File: src/rtl/riscv_fetch_unit_nwide_pkg.sv
// Shared definitions for the W-lane fetch front end: reset PC and pointer sizing.
package riscv_fetch_unit_nwide_pkg;

  localparam logic [31:0] FETCH_RESET_PC = 32'h0000_0200;

  // Queue pointers carry one extra wrap bit so full and empty are distinguishable.
  function automatic int fetch_ptr_w(input int depth);
    return $clog2(depth) + 1;
  endfunction

endpackage

File: src/rtl/riscv_fetch_unit_nwide_if.sv
// Per-lane imem request/response bundle between the fetch unit and instruction memory.
interface riscv_fetch_unit_nwide_if #(parameter int W = 2);

  logic [W-1:0]       imemreq_val;
  logic [W-1:0]       imemreq_rdy;
  logic [W-1:0][31:0] imemreq_addr;
  logic [W-1:0]       imemresp_val;
  logic [W-1:0][31:0] imemresp_data;

  modport master (
    output imemreq_val, imemreq_addr,
    input  imemreq_rdy, imemresp_val, imemresp_data
  );

  modport slave (
    input  imemreq_val, imemreq_addr,
    output imemreq_rdy, imemresp_val, imemresp_data
  );

endinterface

File: src/rtl/riscv_fetch_unit_nwide_lane.sv
// Per-lane fetch tracker: outstanding credit, stale-response drop count and queue write pointer.
module riscv_fetch_unit_nwide_lane #(
  parameter int W         = 2,
  parameter int MAX_OUTST = 4,
  parameter int AW        = 3,
  parameter int LANE      = 0
) (
  input  logic          clk,
  input  logic          rst_n,
  input  logic          fire,
  input  logic          resp_val,
  input  logic          redirect,
  input  logic [AW-1:0] tail_idx,
  output logic          outst_full,
  output logic          keep,
  output logic [AW-1:0] wptr
);

  localparam int CW = $clog2(MAX_OUTST + 1);

  logic [CW-1:0] outst, outst_nxt, drop;

  always_comb begin
    outst_nxt = outst;
    if (fire && !resp_val)
      outst_nxt = outst + CW'(1);
    else if (!fire && resp_val)
      outst_nxt = outst - CW'(1);
  end

  assign outst_full = (outst >= CW'(MAX_OUTST));
  assign keep       = resp_val && (drop == '0);

  // Everything still in flight at a redirect is stale, including words already marked for drop.
  always_ff @(posedge clk or negedge rst_n) begin
    if (!rst_n) begin
      outst <= '0;
      drop  <= '0;
      wptr  <= AW'(LANE);
    end else begin
      outst <= outst_nxt;
      if (redirect) begin
        drop <= outst_nxt;
        wptr <= tail_idx + AW'(LANE);
      end else begin
        if (resp_val && drop != '0)
          drop <= drop - CW'(1);
        if (keep)
          wptr <= wptr + AW'(W);
      end
    end
  end

  a_resp_credit: assert property (@(posedge clk) disable iff (!rst_n)
    resp_val |-> (outst != '0));

endmodule

File: src/rtl/riscv_fetch_unit_nwide.sv
// W-lane instruction fetch front end: group-atomic issue, reorder queue, in-order delivery, redirect squash.
module riscv_fetch_unit_nwide
  import riscv_fetch_unit_nwide_pkg::*;
#(
  parameter int          W         = 2,
  parameter int          DEPTH     = 8,
  parameter int          MAX_OUTST = 4,
  parameter logic [31:0] RESET_PC  = FETCH_RESET_PC,
  localparam int         PW        = fetch_ptr_w(DEPTH),
  localparam int         DW        = $clog2(W + 1)
) (
  input  logic                        clk,
  input  logic                        rst_n,
  riscv_fetch_unit_nwide_if.master    imem,
  input  logic                        redirect_val,
  input  logic [31:0]                 redirect_pc,
  output logic [W-1:0]                out_val,
  output logic [W-1:0][31:0]          out_inst,
  output logic [W-1:0][31:0]          out_pc,
  input  logic [DW-1:0]               deq_cnt,
  output logic [PW-1:0]               occupancy
);

  localparam int AW = PW - 1;

  logic [PW-1:0]      head, tail;
  logic [31:0]        fpc;
  logic [DEPTH-1:0]   valid;
  logic [31:0]        inst_q [DEPTH];
  logic [31:0]        pc_q   [DEPTH];
  logic [W-1:0]       full_l, keep_l;
  logic [W-1:0][AW-1:0] wptr_l;
  logic [AW-1:0]      slot_idx [W];
  logic               issue_ok, fire, run;

  assign occupancy = tail - head;
  // Gated by rst_n so no request is presented while reset is held.
  assign issue_ok  = rst_n && !redirect_val && ~|full_l &&
                     ((PW'(DEPTH) - occupancy) >= PW'(W));
  assign fire      = issue_ok && (&imem.imemreq_rdy);

  for (genvar i = 0; i < W; i++) begin : g_lane
    assign imem.imemreq_val[i]  = issue_ok;
    assign imem.imemreq_addr[i] = fpc + 32'(4 * i);

    riscv_fetch_unit_nwide_lane #(
      .W(W), .MAX_OUTST(MAX_OUTST), .AW(AW), .LANE(i)
    ) u_lane (
      .clk        (clk),
      .rst_n      (rst_n),
      .fire       (fire),
      .resp_val   (imem.imemresp_val[i]),
      .redirect   (redirect_val),
      .tail_idx   (tail[AW-1:0]),
      .outst_full (full_l[i]),
      .keep       (keep_l[i]),
      .wptr       (wptr_l[i])
    );
  end

  always_comb begin
    run = 1'b1;
    for (int j = 0; j < W; j++) begin
      slot_idx[j] = AW'(head + PW'(j));
      run         = run && (PW'(j) < occupancy) && valid[slot_idx[j]];
      out_val[j]  = run;
      out_inst[j] = inst_q[slot_idx[j]];
      out_pc[j]   = pc_q[slot_idx[j]];
    end
  end

  always_ff @(posedge clk or negedge rst_n) begin
    if (!rst_n) begin
      head  <= '0;
      tail  <= '0;
      fpc   <= RESET_PC;
      valid <= '0;
    end else if (redirect_val) begin
      head  <= tail;
      valid <= '0;
      fpc   <= redirect_pc & ~32'h3;
    end else begin
      head <= head + PW'(deq_cnt);
      for (int k = 0; k < W; k++)
        if (DW'(k) < deq_cnt)
          valid[AW'(head + PW'(k))] <= 1'b0;
      for (int i = 0; i < W; i++)
        if (keep_l[i])
          valid[wptr_l[i]] <= 1'b1;
      if (fire) begin
        tail <= tail + PW'(W);
        fpc  <= fpc + 32'(4 * W);
      end
    end
  end

  always_ff @(posedge clk) begin
    for (int i = 0; i < W; i++) begin
      if (!redirect_val && keep_l[i])
        inst_q[wptr_l[i]] <= imem.imemresp_data[i];
      if (fire)
        pc_q[AW'(tail + PW'(i))] <= fpc + 32'(4 * i);
    end
  end

  a_deq_legal: assert property (@(posedge clk) disable iff (!rst_n)
    int'(deq_cnt) <= $countones(out_val));

endmodule

File: src/flat_wrapper.sv
// flat-port wrapper written by rule: the top's interface ports become plain ports
module riscv_fetch_unit_nwide_flat import riscv_fetch_unit_nwide_pkg::*;
#(
  parameter int          W         = 2,
  parameter int          DEPTH     = 8,
  parameter int          MAX_OUTST = 4,
  parameter logic [31:0] RESET_PC  = FETCH_RESET_PC,
  localparam int         PW        = fetch_ptr_w(DEPTH),
  localparam int         DW        = $clog2(W + 1)
)
  (clk, rst_n, redirect_val, redirect_pc, out_val, out_inst, out_pc, deq_cnt, occupancy, imem_imemreq_val, imem_imemreq_addr, imem_imemreq_rdy, imem_imemresp_val, imem_imemresp_data);
  riscv_fetch_unit_nwide_if #(.W(W)) imem_i ();
  input  logic clk;
  input  logic rst_n;
  input  logic redirect_val;
  input  logic [31:0] redirect_pc;
  output logic [W-1:0] out_val;
  output logic [W-1:0][31:0] out_inst;
  output logic [W-1:0][31:0] out_pc;
  input  logic [DW-1:0] deq_cnt;
  output logic [PW-1:0] occupancy;
  output wire logic [$bits(imem_i.imemreq_val)-1:0] imem_imemreq_val;
  output wire logic [$bits(imem_i.imemreq_addr)-1:0] imem_imemreq_addr;
  input wire logic [$bits(imem_i.imemreq_rdy)-1:0] imem_imemreq_rdy;
  input wire logic [$bits(imem_i.imemresp_val)-1:0] imem_imemresp_val;
  input wire logic [$bits(imem_i.imemresp_data)-1:0] imem_imemresp_data;
  assign imem_imemreq_val = imem_i.imemreq_val;
  assign imem_imemreq_addr = imem_i.imemreq_addr;
  assign imem_i.imemreq_rdy = imem_imemreq_rdy;
  assign imem_i.imemresp_val = imem_imemresp_val;
  assign imem_i.imemresp_data = imem_imemresp_data;
  riscv_fetch_unit_nwide #(.W(W), .DEPTH(DEPTH), .MAX_OUTST(MAX_OUTST), .RESET_PC(RESET_PC)) u_core (.clk(clk), .rst_n(rst_n), .imem(imem_i), .redirect_val(redirect_val), .redirect_pc(redirect_pc), .out_val(out_val), .out_inst(out_inst), .out_pc(out_pc), .deq_cnt(deq_cnt), .occupancy(occupancy));
endmodule
File: config.mk
export PLATFORM = sky130hd
export DESIGN_NAME = riscv_fetch_unit_nwide_flat
export DESIGN_NICKNAME = d
export VERILOG_FILES = /design/src/rtl/riscv_fetch_unit_nwide_pkg.sv /design/src/rtl/riscv_fetch_unit_nwide_if.sv /design/src/rtl/riscv_fetch_unit_nwide_lane.sv /design/src/rtl/riscv_fetch_unit_nwide.sv /design/src/flat_wrapper.sv
export SDC_FILE = /design/constraint.sdc
export NUM_CORES = 1
export LEC_CHECK = 0
export BUFFER_PORTS_ARGS = -buffer_cell sky130_fd_sc_hd__buf_4
export CAP_MARGIN = 20
export CORE_MARGIN = 2
export CORE_UTILIZATION = 43
export DETAILED_ROUTE_END_ITERATION = 16
export PLACE_DENSITY = 0.71
export RECOVER_POWER = 100
export SETUP_SLACK_MARGIN = 0.3
export SYNTH_ARGS = -nofsm -noshare
export SYNTH_HDL_FRONTEND = slang
export SYNTH_SLANG_ARGS = --single-unit
File: constraint.sdc
create_clock -name clk -period 4.75 [get_ports clk]
set_input_delay 0.7125 -clock clk [delete_from_list [all_inputs] [get_ports clk]]
set_output_delay 0.7125 -clock clk [all_outputs]
set_load 0.05 [all_outputs]
Yosys cells after proc, flatten, opt, wreduce, memory -nomap -nowiden

Memory sizes are Yosys's and may differ from the RTL's.
Index checks and enable logic that the tools add are counted.

Bits of input ports: 105
Output and inout port bits: 200
Register bits: 66
Logic and storage cells: 130
Memory bits (read-only): 0
RAM bits: 512
Bits in latches: 0
Memories: 2

$mul: 0
Add/sub/neg operators: 17
Equal/unequal tests: 0
Mux-type cells: 41
Bitwise operators: 7
Divide/modulo/power cells: 0
Order comparisons: 15
Reductions and logical operators: 38
Shift operators: 0

Memories:

| name          | words | bits a word | rd ports | clocked after Yosys merged registers in | write ports | line                         | text |
|---|---|---|---|---|---|---|---|
| u_core.inst_q | 8     | 32          | 2        | 0                                       | 2           | riscv_fetch_unit_nwide.sv:29 | `logic [31:0] inst_q [DEPTH];` |
| u_core.pc_q   | 8     | 32          | 2        | 0                                       | 2           | riscv_fetch_unit_nwide.sv:30 | `logic [31:0] pc_q [DEPTH];` |

Operator list:

| operator                                                           | number |
|---|---|
| two-way mux 32 bit                                                 | 2 |
| two-way mux 8 bit                                                  | 8 |
| two-way mux 3 bit                                                  | 12 |
| adder 32 x 3 -> 32 bit (second input constant)                     | 1 |
| adder 32 x 4 -> 32 bit (second input constant)                     | 1 |
| logical AND 1 bit                                                  | 21 |
| bitwise AND 8 bit                                                  | 2 |
| less-than comparator 3 x 4 -> 1 bit (second input constant)        | 4 |
| NOT 8 bit                                                          | 2 |
| OR 8 bit                                                           | 2 |
| adder 3 x 1 -> 3 bit (second input constant)                       | 5 |
| demux 1 bit (select 3 bit)                                         | 4 |
| greater-or-equal comparator 3 x 1 -> 1 bit (second input constant) | 4 |
| two-way mux 1 bit                                                  | 12 |
| subtractor 3 x 1 -> 3 bit (second input constant)                  | 4 |
| nonzero test 2 bit                                                 | 5 |
| less-than comparator 1 x 4 -> 1 bit (first input constant)         | 2 |
| adder 3 x 2 -> 3 bit (second input constant)                       | 2 |
| binary-select mux 1 bit (select 3 bit)                             | 2 |
| greater-or-equal comparator 3 bit (second input constant)          | 2 |
| zero test 3 bit                                                    | 2 |
| nonzero test 3 bit                                                 | 2 |
| zero test 1 bit                                                    | 5 |
| adder 4 x 2 -> 4 bit                                               | 1 |
| other kinds (9)                                                    | 11 |

Longest topological paths before layout

Gate-level depths: netlist (run 1).

Depth in word-level cells: 17
Depth in mapped cells: 13
Gate-level depth less buffers: 8

By module

From an unflattened synthesis (run 1), not the netlist that was laid out.

Cell total of the unflattened synthesis: 2310
Area, all modules: 30326.6 um2

Modules (own cells, without submodules):

| module                                                 | sequential area each (um2) | instances | cells each | area each (um2) |
|---|---|---|---|---|
| riscv_fetch_unit_nwide                                 | 16021.6                    | 1         | 2202       | 29205.5 |
| riscv_fetch_unit_nwide_lane at u_core.g_lane[1].u_lane | 226.5                      | 1         | 56         | 579.3 |
| riscv_fetch_unit_nwide_lane at u_core.g_lane[0].u_lane | 225.2                      | 1         | 52         | 541.8 |

Least setup slack after synthesis (run 1)

No wires, ideal clock.

Kind: reg2reg
Start: reg u_core.head[2]
End: mem u_core.pc_q[6][10] (enable)
Clock period less this slack: 4.976 ns
Buffers on the path: 4
Slack: -0.226 ns
Setup time: 0.426 ns
Data arrival time: 4.550 ns
Required time: 4.324 ns
Stages on the path, launching flop included: 12
Cell sequence: dfrtp_1 clkbuf_1 inv_1 clkbuf_1 clkbuf_1 ha_1 xnor2_2 nor3_1 xnor3_1 a21oi_2 buf_4 and2_1

RTL lines:

| what                   | line                         | text |
|---|---|---|
| from (decl)            | riscv_fetch_unit_nwide.sv:26 | `logic [PW-1:0] head, tail;` |
| from (signal assigned) | riscv_fetch_unit_nwide.sv:79 | `head <= tail;` |
| from (signal assigned) | riscv_fetch_unit_nwide.sv:83 | `head <= head + PW'(deq_cnt);` |
| to (decl)              | riscv_fetch_unit_nwide.sv:30 |  |

==> results by stage, run 1 <==
Layout:
- Across the whole layout, storage elements account for 16460 sq um.
- The growth of design area from synthesis to finish is 16.15%.
- The area used by multi-input combinational logic is 13010 sq um.
- Leaving out fill and tap cells, the most frequent cell in the layout is edfxtp_1.
- The core occupancy in the finished layout is 50.31%.
- In the final layout, the share of cells above drive strength 1 is 24.91%.
- The count of filler cells inserted in the layout is 6022.
- The net count of the finished layout is 2744.
- In the layout the commonest cells are edfxtp_1 (496), mux2i_1 (335), mux2_2 (194).

Clock network:
- The CTS sink count is 558.
- The total CTS buffers is 59.
- Clock-pin slew was measured on the worst setup and hold paths at 0.06 ns.
- TritonCTS built the clock tree.
- The buffer type at the clock tree root is clkbuf_16.
- The later pin in the worst-skew pair is clocked with a latency of 0.66 ns.
- The H-tree level count is 2.
- The clock passes through at most 3 buffers.

Synthesis:
- Sequential cells were found to cover 54.42% of the synthesized design area.
- The post-synthesis area per instance is 12.92 sq um.
- Counting every instance in the synthesized netlist gives 2339.
- The cell area that synthesis handed to floorplanning was 30230 sq um.
- The top flip-flop cell by instance count after synthesis is edfxtp_1.
- Counting flops with a built-in enable in the synthesized netlist gives 496.
- Counting distinct cell types in the post-synthesis netlist gives 71.
- The flip-flop and latch count after synthesis is 558.
- The fraction of synthesis flops using an asynchronous set or reset pin is 11.11%.
- The yosys synthesis warning count is 0.

Power and ir drop:
- The worst supply voltage drop on vdd is 0.5264 mV.
- The leakage power is 12.55 nW.
- The power per unit of standard cell area is 596.5 nW/um^2.

Critical path:
- The kind of critical path is register to output port.
- The launch point of the worst reg-to-reg path is u_core.head[0]$_DFF_PN0_.
- The cell type of the slowest stage on the worst timing path is nor2_2.
- The worst setup path is captured at an output port.
- The launching element type of the critical path is a register.
- STA puts the critical path data required time at 4.04 ns.
- The most numerous cell type found on the critical path is buf_4.
- The startpoint of the most critical setup path is u_core.head[1]$_DFF_PN0_.
- Walking the worst path, the cells encountered are clkinv_1, buf_4, nor2_2, buf_4, a22oi_1, o22ai_1, clkbuf_2.
- Counting cells, the worst reg-to-reg path comes to 7.
- In this run the worst path has a maximum fanout of 16.
- The arrival time at the worst endpoint is 3.88 ns.
- For this run, the slowest stage of the critical path takes 1.08 ns.

Routing:
- The wire length reported by the detailed router is 100500 um.
- After the first detailed-routing iteration, the DRC count stood at 2560.
- The average via count per standard cell is 6.289.
- The first detailed-routing pass ran for 8 iterations.
- For this run, design rule violations remaining after detail routing come to 0.
- The routed layout has 22670 vias.
- The detail route stage leaves a number of antenna-violating nets equal to 0.
- The routed wirelength normalized by instance count is 27.87 um.

Timing:
- The fmax is 217.8 MHz.
- Setup slack closes at 0.1582 ns.
- The number of failing hold endpoints at the final stage is 0.
- The headroom to the max-slew limit is -45.41%.
- The final-layout setup total negative slack is 0 ns.
- The post-route fraction of the period consumed by the critical path is 96.67%.
- Between clock sinks in the finished design, the worst skew comes to 0.06694 ns.
- The clock period could shrink to 4.592 ns.
- The count of endpoints failing setup in the final report is 0.
- Setup repair after global routing left no endpoint under its margin.
- The max-slew violation count is 126.
- At the pin with the least slew margin, the transition time is 2.181 ns.

Floorplan:
- In this run the count of I/O pins placed on the die edge is 305.
- The floorplan has 97 rows.
- The floorplan step defined a core boundary enclosing 69790 sq um.
- From left edge to right edge, the die measures 269.1 um.
- The initial utilization of the core area, before any placement, comes to 43.31%.
- The die boundary height is 269.1 um.
- The total die area is 72430 sq um.

Run status:
- The flow ran to the end, but the final reports show violations.
- The final reports fail on capacitance limit, slew limit.

Worst hold path:
- The startpoint identified for the worst hold timing path is redirect_pc[11].
- Along the worst hold path, the cell count comes to 3.
- The min-delay analysis places its worst path in the category input port to register.

GRT:
- The total routing usage reported by global routing is 26.84%.
- The first global-routing pass estimated 146300 um of wire.
- The total grt overflow is 0.
- The number of antenna violations at the first check in global routing came to 10.
- The via count of the first global-routing pass came to 22730.
- The largest net degree at the start of global routing is 157.

Job:
- Max-cap violations in this run came to 4.

Placement:
- The count of buffers inserted at the top-level ports is 294.
- The post-place setup slack is 0.8726 ns.
- Routability-driven placement finished with a final weighted congestion of 0.8790.
- The detailed placement HPWL is 61720 um.
## metal layers
| metal | vias to the layer above | track usage (%) | wire [um] |
|---|---|---|---|
| met3 | 350 | 5.753 | 9830 |
| li1 | 9634 | - | - |
| met4 | 6 | 13.57 | 5201 |
| met5 | - | 0 | 25 |
| met1 | 11340 | 33.99 | 38740 |
| met2 | 1337 | 43.51 | 46690 |
## area by class of cell
class | count | area share (%)
tap | 940 | 3.350
timing repair buffer | 379 | 6.721
clock buffer | 65 | 4.269
sequential | 558 | 46.88
clock inverter | 47 | 1.333
multi-input combinational | 1576 | 37.04
antenna | 7 | 0.04989
inverter | 33 | 0.3528
## critical path, delay by kind of cell (launching register included)
family | cells | cell delay (ns)
AO/OA/AOI/OAI | 2 | 0.40
buffers and inverters | 4 | 1.12
flip-flops | 1 | 0.60
AND/OR/NAND/NOR | 1 | 1.08
## power by group
part	internal [W]	leakage [nW]	total (W)	switching [W]
sequential	0.00562	5.20	0.00591	0.000286
combinational	0.00277	6.39	0.0104	0.00759
clock	0.00267	0.955	0.00468	0.00201
## synthesized netlist by cell type (31+ instances only)
cell | instances | share of area, %
edfxtp_1 | 496 | 49
mux2i_1 | 335 | 11
mux2_2 | 194 | 7.2
o22ai_1 | 138 | 2.9
mux2_1 | 123 | 4.6
clkbuf_1 | 117 | 1.5
nand2_1 | 107 | 1.3
nor2_1 | 98 | 1.2
a21oi_1 | 80 | 1.3
or2_2 | 63 | 1.3
dfrtp_1 | 60 | 5.0
o21ai_0 | 47 | 0.78
a221oi_1 | 43 | 1.2
xnor2_1 | 38 | 1.1
a22oi_1 | 33 | 0.82
nand3_1 | 31 | 0.51
## path summary, 6_finish.rpt
check | end | slack [ns]
max | out_pc[21] | 0.16
min | u_core.fpc[11]$_DFFE_PN0P_ | 0.27
max reg2reg | u_core.pc_q[0][25]$_DFFE_PP_ | 0.41
min reg2reg | u_core.tail[3]$_DFFE_PN0P_ | 0.52
max in group asynchronous | u_core.head[1]$_DFF_PN0_ | 3.66
min in group asynchronous | u_core.fpc[30]$_DFFE_PN0P_ | 0.40
## state kept, by name (all words and copies together) (netlist names)
signal,count
u_core.inst_q,256
u_core.pc_q,240
u_core.fpc,30
u_core.valid,8
u_core.g_lane.u_lane.drop,6
u_core.g_lane.u_lane.outst,6
u_core.g_lane.u_lane.wptr,5
u_core.head,4
u_core.tail,3
## stage by stage
step	instance area [sq um]	hold WS [ns]	cells	total power, W
after detailed placement	33790	0.5072	3484	0.01680
after global placement	33790	0.5012	3484	0.01667
after floorplan	30260	0.4169	2346	0.01299
final	35110	0.2665	3605	0.02094
after CTS	35810	0.2455	3598	0.02149
after global routing	35100	0.2631	3602	0.02156
## kinds of logic after synthesis
| logic type | synth area share, % |
|---|---|
| multiplexers | 23.50 |
| flip-flops | 54.42 |
| adder cells (fa/ha/maj) | 1.374 |
| AO/OA/AOI/OAI | 10.11 |
| buffers and inverters | 2.893 |
| AND/OR/NAND/NOR | 5.857 |
| XOR/XNOR | 1.838 |
| other | 0.01241 |
## timing repair
item,in CTS,in global routing
setup endpoints to repair,5,8
gates resized for setup,3,8
pin swaps,0,0
buffers inserted,2,0
hold buffers,0,0
Power figures use the tool's default switching activity.
==> run 2: changes to the inputs <==
--- a/config.mk
+++ b/config.mk
@@ -8,9 +8,9 @@
 export BUFFER_PORTS_ARGS = -buffer_cell sky130_fd_sc_hd__buf_4
 export CAP_MARGIN = 20
 export CORE_MARGIN = 2
-export CORE_UTILIZATION = 43
+export CORE_UTILIZATION = 39
 export DETAILED_ROUTE_END_ITERATION = 16
-export PLACE_DENSITY = 0.71
+export PLACE_DENSITY = 0.66
 export RECOVER_POWER = 100
 export SETUP_SLACK_MARGIN = 0.3
 export SYNTH_ARGS = -nofsm -noshare
==> run 2 against run 1 <==
The run still ends with capacitance limit, slew limit left. Combinational power barely moved. Flip-flop and latch count did not move. Routed wire length rose by 0.80%. Setup slack improved by 0.020 ns. Clock power rose by 6.4%. Critical endpoint is now out_inst[12]. Largest cell class unchanged. Largest power group unchanged. Highest routed layer unchanged.
==> results by stage, run 2 (same netlist as run 1, synthesis figures left out) <==
Clock network:
- The number of buffers on the longest clock path was 3 (unchanged).
- The buffer type at the clock tree root is clkbuf_16.
- The H-tree level count came to 3 (+1).
- The CTS sink count was 558 (unchanged).
- The TritonCTS clock tree is done.
- The buffer count from post-CTS setup fixing was 0 (-2).
- The clock slew at the register clock pins of the worst setup and hold paths was 0.06 ns (about the same).
- The clock network latency to the later pin of the worst-skew pair is 0.60 ns (-0.06 ns).
- The total CTS buffers is 67 (+14%).

Critical path:
- The kind of critical path is register to output port.
- The largest incremental delay on the critical path is 0.64 ns (-0.44 ns).
- The kind of cell adding the most delay to the critical path is buffers and inverters.
- The launching element type of the critical path is a register.
- The depth of the critical timing path with buffers and inverters included came to 8 (+1).
- The signal on the critical path passes through inv_1, buf_4, nor3_2, clkbuf_2, buf_4, a222oi_1, o21ai_0, clkbuf_2.
- The data required time at the worst endpoint is 4.04 ns (about the same).
- The worst reg2reg path depth is 8 (+1).
- For this design, the slowest cell found on the critical path is dfrtp_4.
- The element type at the critical path end is an output port.
- The count of buffering cells on the critical path with inverters included was 5 (+1).
- The arrival time at the worst endpoint is 3.86 ns (-0.02 ns).
- The critical-path maximum fanout was 31 (+15).

Power and ir drop:
- The worst supply voltage drop on vdd is 0.4679 mV (-11%).
- The leakage power is 12.46 nW (-0.72%).
- The power per unit of standard cell area is 600.5 nW/um^2 (+0.66%).

Placement:
- The post-place setup slack is 0.5121 ns (-0.3604 ns).
- The weighted congestion at the end of routability-driven global placement came to 0.8413 (-4.3%).
- The count of placed standard cells including taps is 3571 (+2.5%).
- The count of buffers inserted at the top-level ports is 294 (unchanged).
- The detailed placement HPWL was 63230 um (+2.5%).

Layout:
- The flip-flop count of the largest register, all copies and words added is 256 (unchanged).
- The share of cells above drive strength 1 is 23.51% (-1.4 points).
- The number of diodes is 0 (-7).
- The final layout net count is 2738 (-0.22%).
- The leading cell type in the layout, fill and taps excluded is edfxtp_1.
- The number of cells in the finished layout apart from fillers is 3694 (+2.5%).
- The area growth from synthesis to layout is 16.40%.
- In the layout the commonest cells are edfxtp_1 (496), mux2i_1 (335), mux2_2 (194).

Floorplan:
- The x dimension of the die is 282.4 um (+4.9%).
- The total die area is 79750 sq um (+10%).
- The die boundary height was 282.4 um (+4.9%).
- The core area was 77080 sq um (+10%).
- The number of top-level pins is 305 (unchanged).
- The effective utilization at floorplan is 39.21% (-4.1 points).
- The number of standard-cell rows in the floorplan is 102 (+5.2%).

Worst hold path:
- The min-delay analysis places its worst path in the category input port to register.
- The worst hold path cell count is 3 (unchanged).

GRT:
- The via count of the first global-routing pass is 22180 (-2.4%).
- The first-pass GRT wire length is 145500 um (-0.61%).
- The total grt overflow came to 0 (unchanged).
- The number of antenna violations at the first check in global routing is 2 (-8).
- The largest net degree at the start of global routing came to 108 (-31%).
- The total routing usage reported by global routing is 24.77% (-2.1 points).

Timing:
- The clock skew came to 0.01888 ns (-0.04807 ns).
- The final-layout setup total negative slack is 0 ns (unchanged).
- The setup slack after layout came to 0.1781 ns (+0.01991 ns).
- The transition time at the pin with the least slew margin is 2.895 ns (+0.7134 ns).
- The count of endpoints failing setup in the final report was 0 (unchanged).
- The fmax is 218.7 MHz (+0.44%).
- The final critical-path required period came to 4.572 ns (-0.01991 ns).
- The headroom to the max-slew limit is -92.97% (-48 points).
- The number of failing hold endpoints at the final stage is 0 (unchanged).
- The post-route fraction of the period consumed by the critical path is 96.25% (-0.42 points).
- The max-slew violation count was 115 (-8.7%).
- Setup repair after global routing could not meet its margin everywhere.

Routing:
- The residual DRC count is 0 (unchanged).
- The routed wirelength normalized by instance count is 27.42 um (-1.6%).
- The total via count in the routed design is 22420 (-1.1%).
- The wire length reported by the detailed router came to 101300 um (+0.80%).
- The average via count per standard cell was 6.068 (-3.5%).
- The number of detailed-routing iterations run before antenna repair is 6 (-2).
- The violation count after the first detailed-route iteration came to 2427 (-5.2%).
- The number of routed nets with antenna violations is 0 (unchanged).

Run status:
- The run finished, with violations left.
- The checks that failed: capacitance limit, slew limit.

Job:
- The max-cap check violation count is 4 (unchanged).
run 2: power breakdown:
| group | internal, W | leakage [nW] | switching, W | total (W) |
|---|---|---|---|---|
| logic | 0.00266 | 6.24 | 0.00756 | 0.0102 |
| registers | 0.00562 | 5.20 | 0.000307 | 0.00593 |
| clock network | 0.00289 | 1.02 | 0.00209 | 0.00498 |
| total | 0.0112 | 12.5 | 0.00996 | 0.0211 |
run 2: final cells by class:
class / count / area (sq um)
fill: 7000 / 41900
sequential: 558 / 16460
multi-input combinational: 1576 / 13020
timing repair buffer: 365 / 2182
clock buffer: 89 / 1780
tap: 1040 / 1301
clock inverter: 33 / 317.8
inverter: 33 / 126.4
run 2: worst register-to-register path: cells and delay by family, from the launching register on:
kind                       cells  cell delay (ns)
buffers and inverters          4             2.27
DFF                            1             0.39
and+or+nand+nor                3             0.99
adders and majority gates      1             0.20
run 2: repair_timing:
action                                 in CTS  in global routing
resized for setup                           4                  5
endpoints found under the hold margin      11                  0
hold buffers                                1                  0
setup endpoints to repair                   5                  6
run 2: layer usage:
layer / routed length, um / GRT usage (%)
met1: 41280 / 32.87
met2: 48260 / 41.06
met3: 8318 / 4.361
met4: 3408 / 8.167
met5: 22 / 0
run 2: final timing paths:
check                                                       startpoint                             end  slack [ns]
setup / recovery                              u_core.head[2]$_DFF_PN0_                    out_inst[12]        0.18
hold / removal                                         redirect_pc[25]      u_core.fpc[25]$_DFFE_PN0P_        0.32
setup reg to reg           u_core.g_lane[1].u_lane.drop[0]$_DFFE_PN0P_  u_core.inst_q[7][12]$_DFFE_PP_        0.45
hold reg to reg                             u_core.tail[3]$_DFFE_PN0P_      u_core.tail[3]$_DFFE_PN0P_        0.53
max in group asynchronous                                        rst_n        u_core.head[2]$_DFF_PN0_        1.91
min in group asynchronous                                        rst_n      u_core.fpc[19]$_DFFE_PN0P_        0.76
run 2: through the flow:
| step | hold WS, ns | utilization, % | power (W) | instance area, sq um |
|---|---|---|---|---|
| finish | 0.3152 | 45.64 | 0.02113 | 35180 |
| global route | 0.3068 | 45.64 | 0.02181 | 35180 |
| CTS | 0.2895 | 46.59 | 0.02185 | 35910 |
| detailed placement | 0.5151 | 43.83 | 0.01685 | 33780 |
| global placement | 0.4963 | 43.83 | 0.01673 | 33780 |
| floorplan | 0.4169 | - | 0.01299 | 30260 |
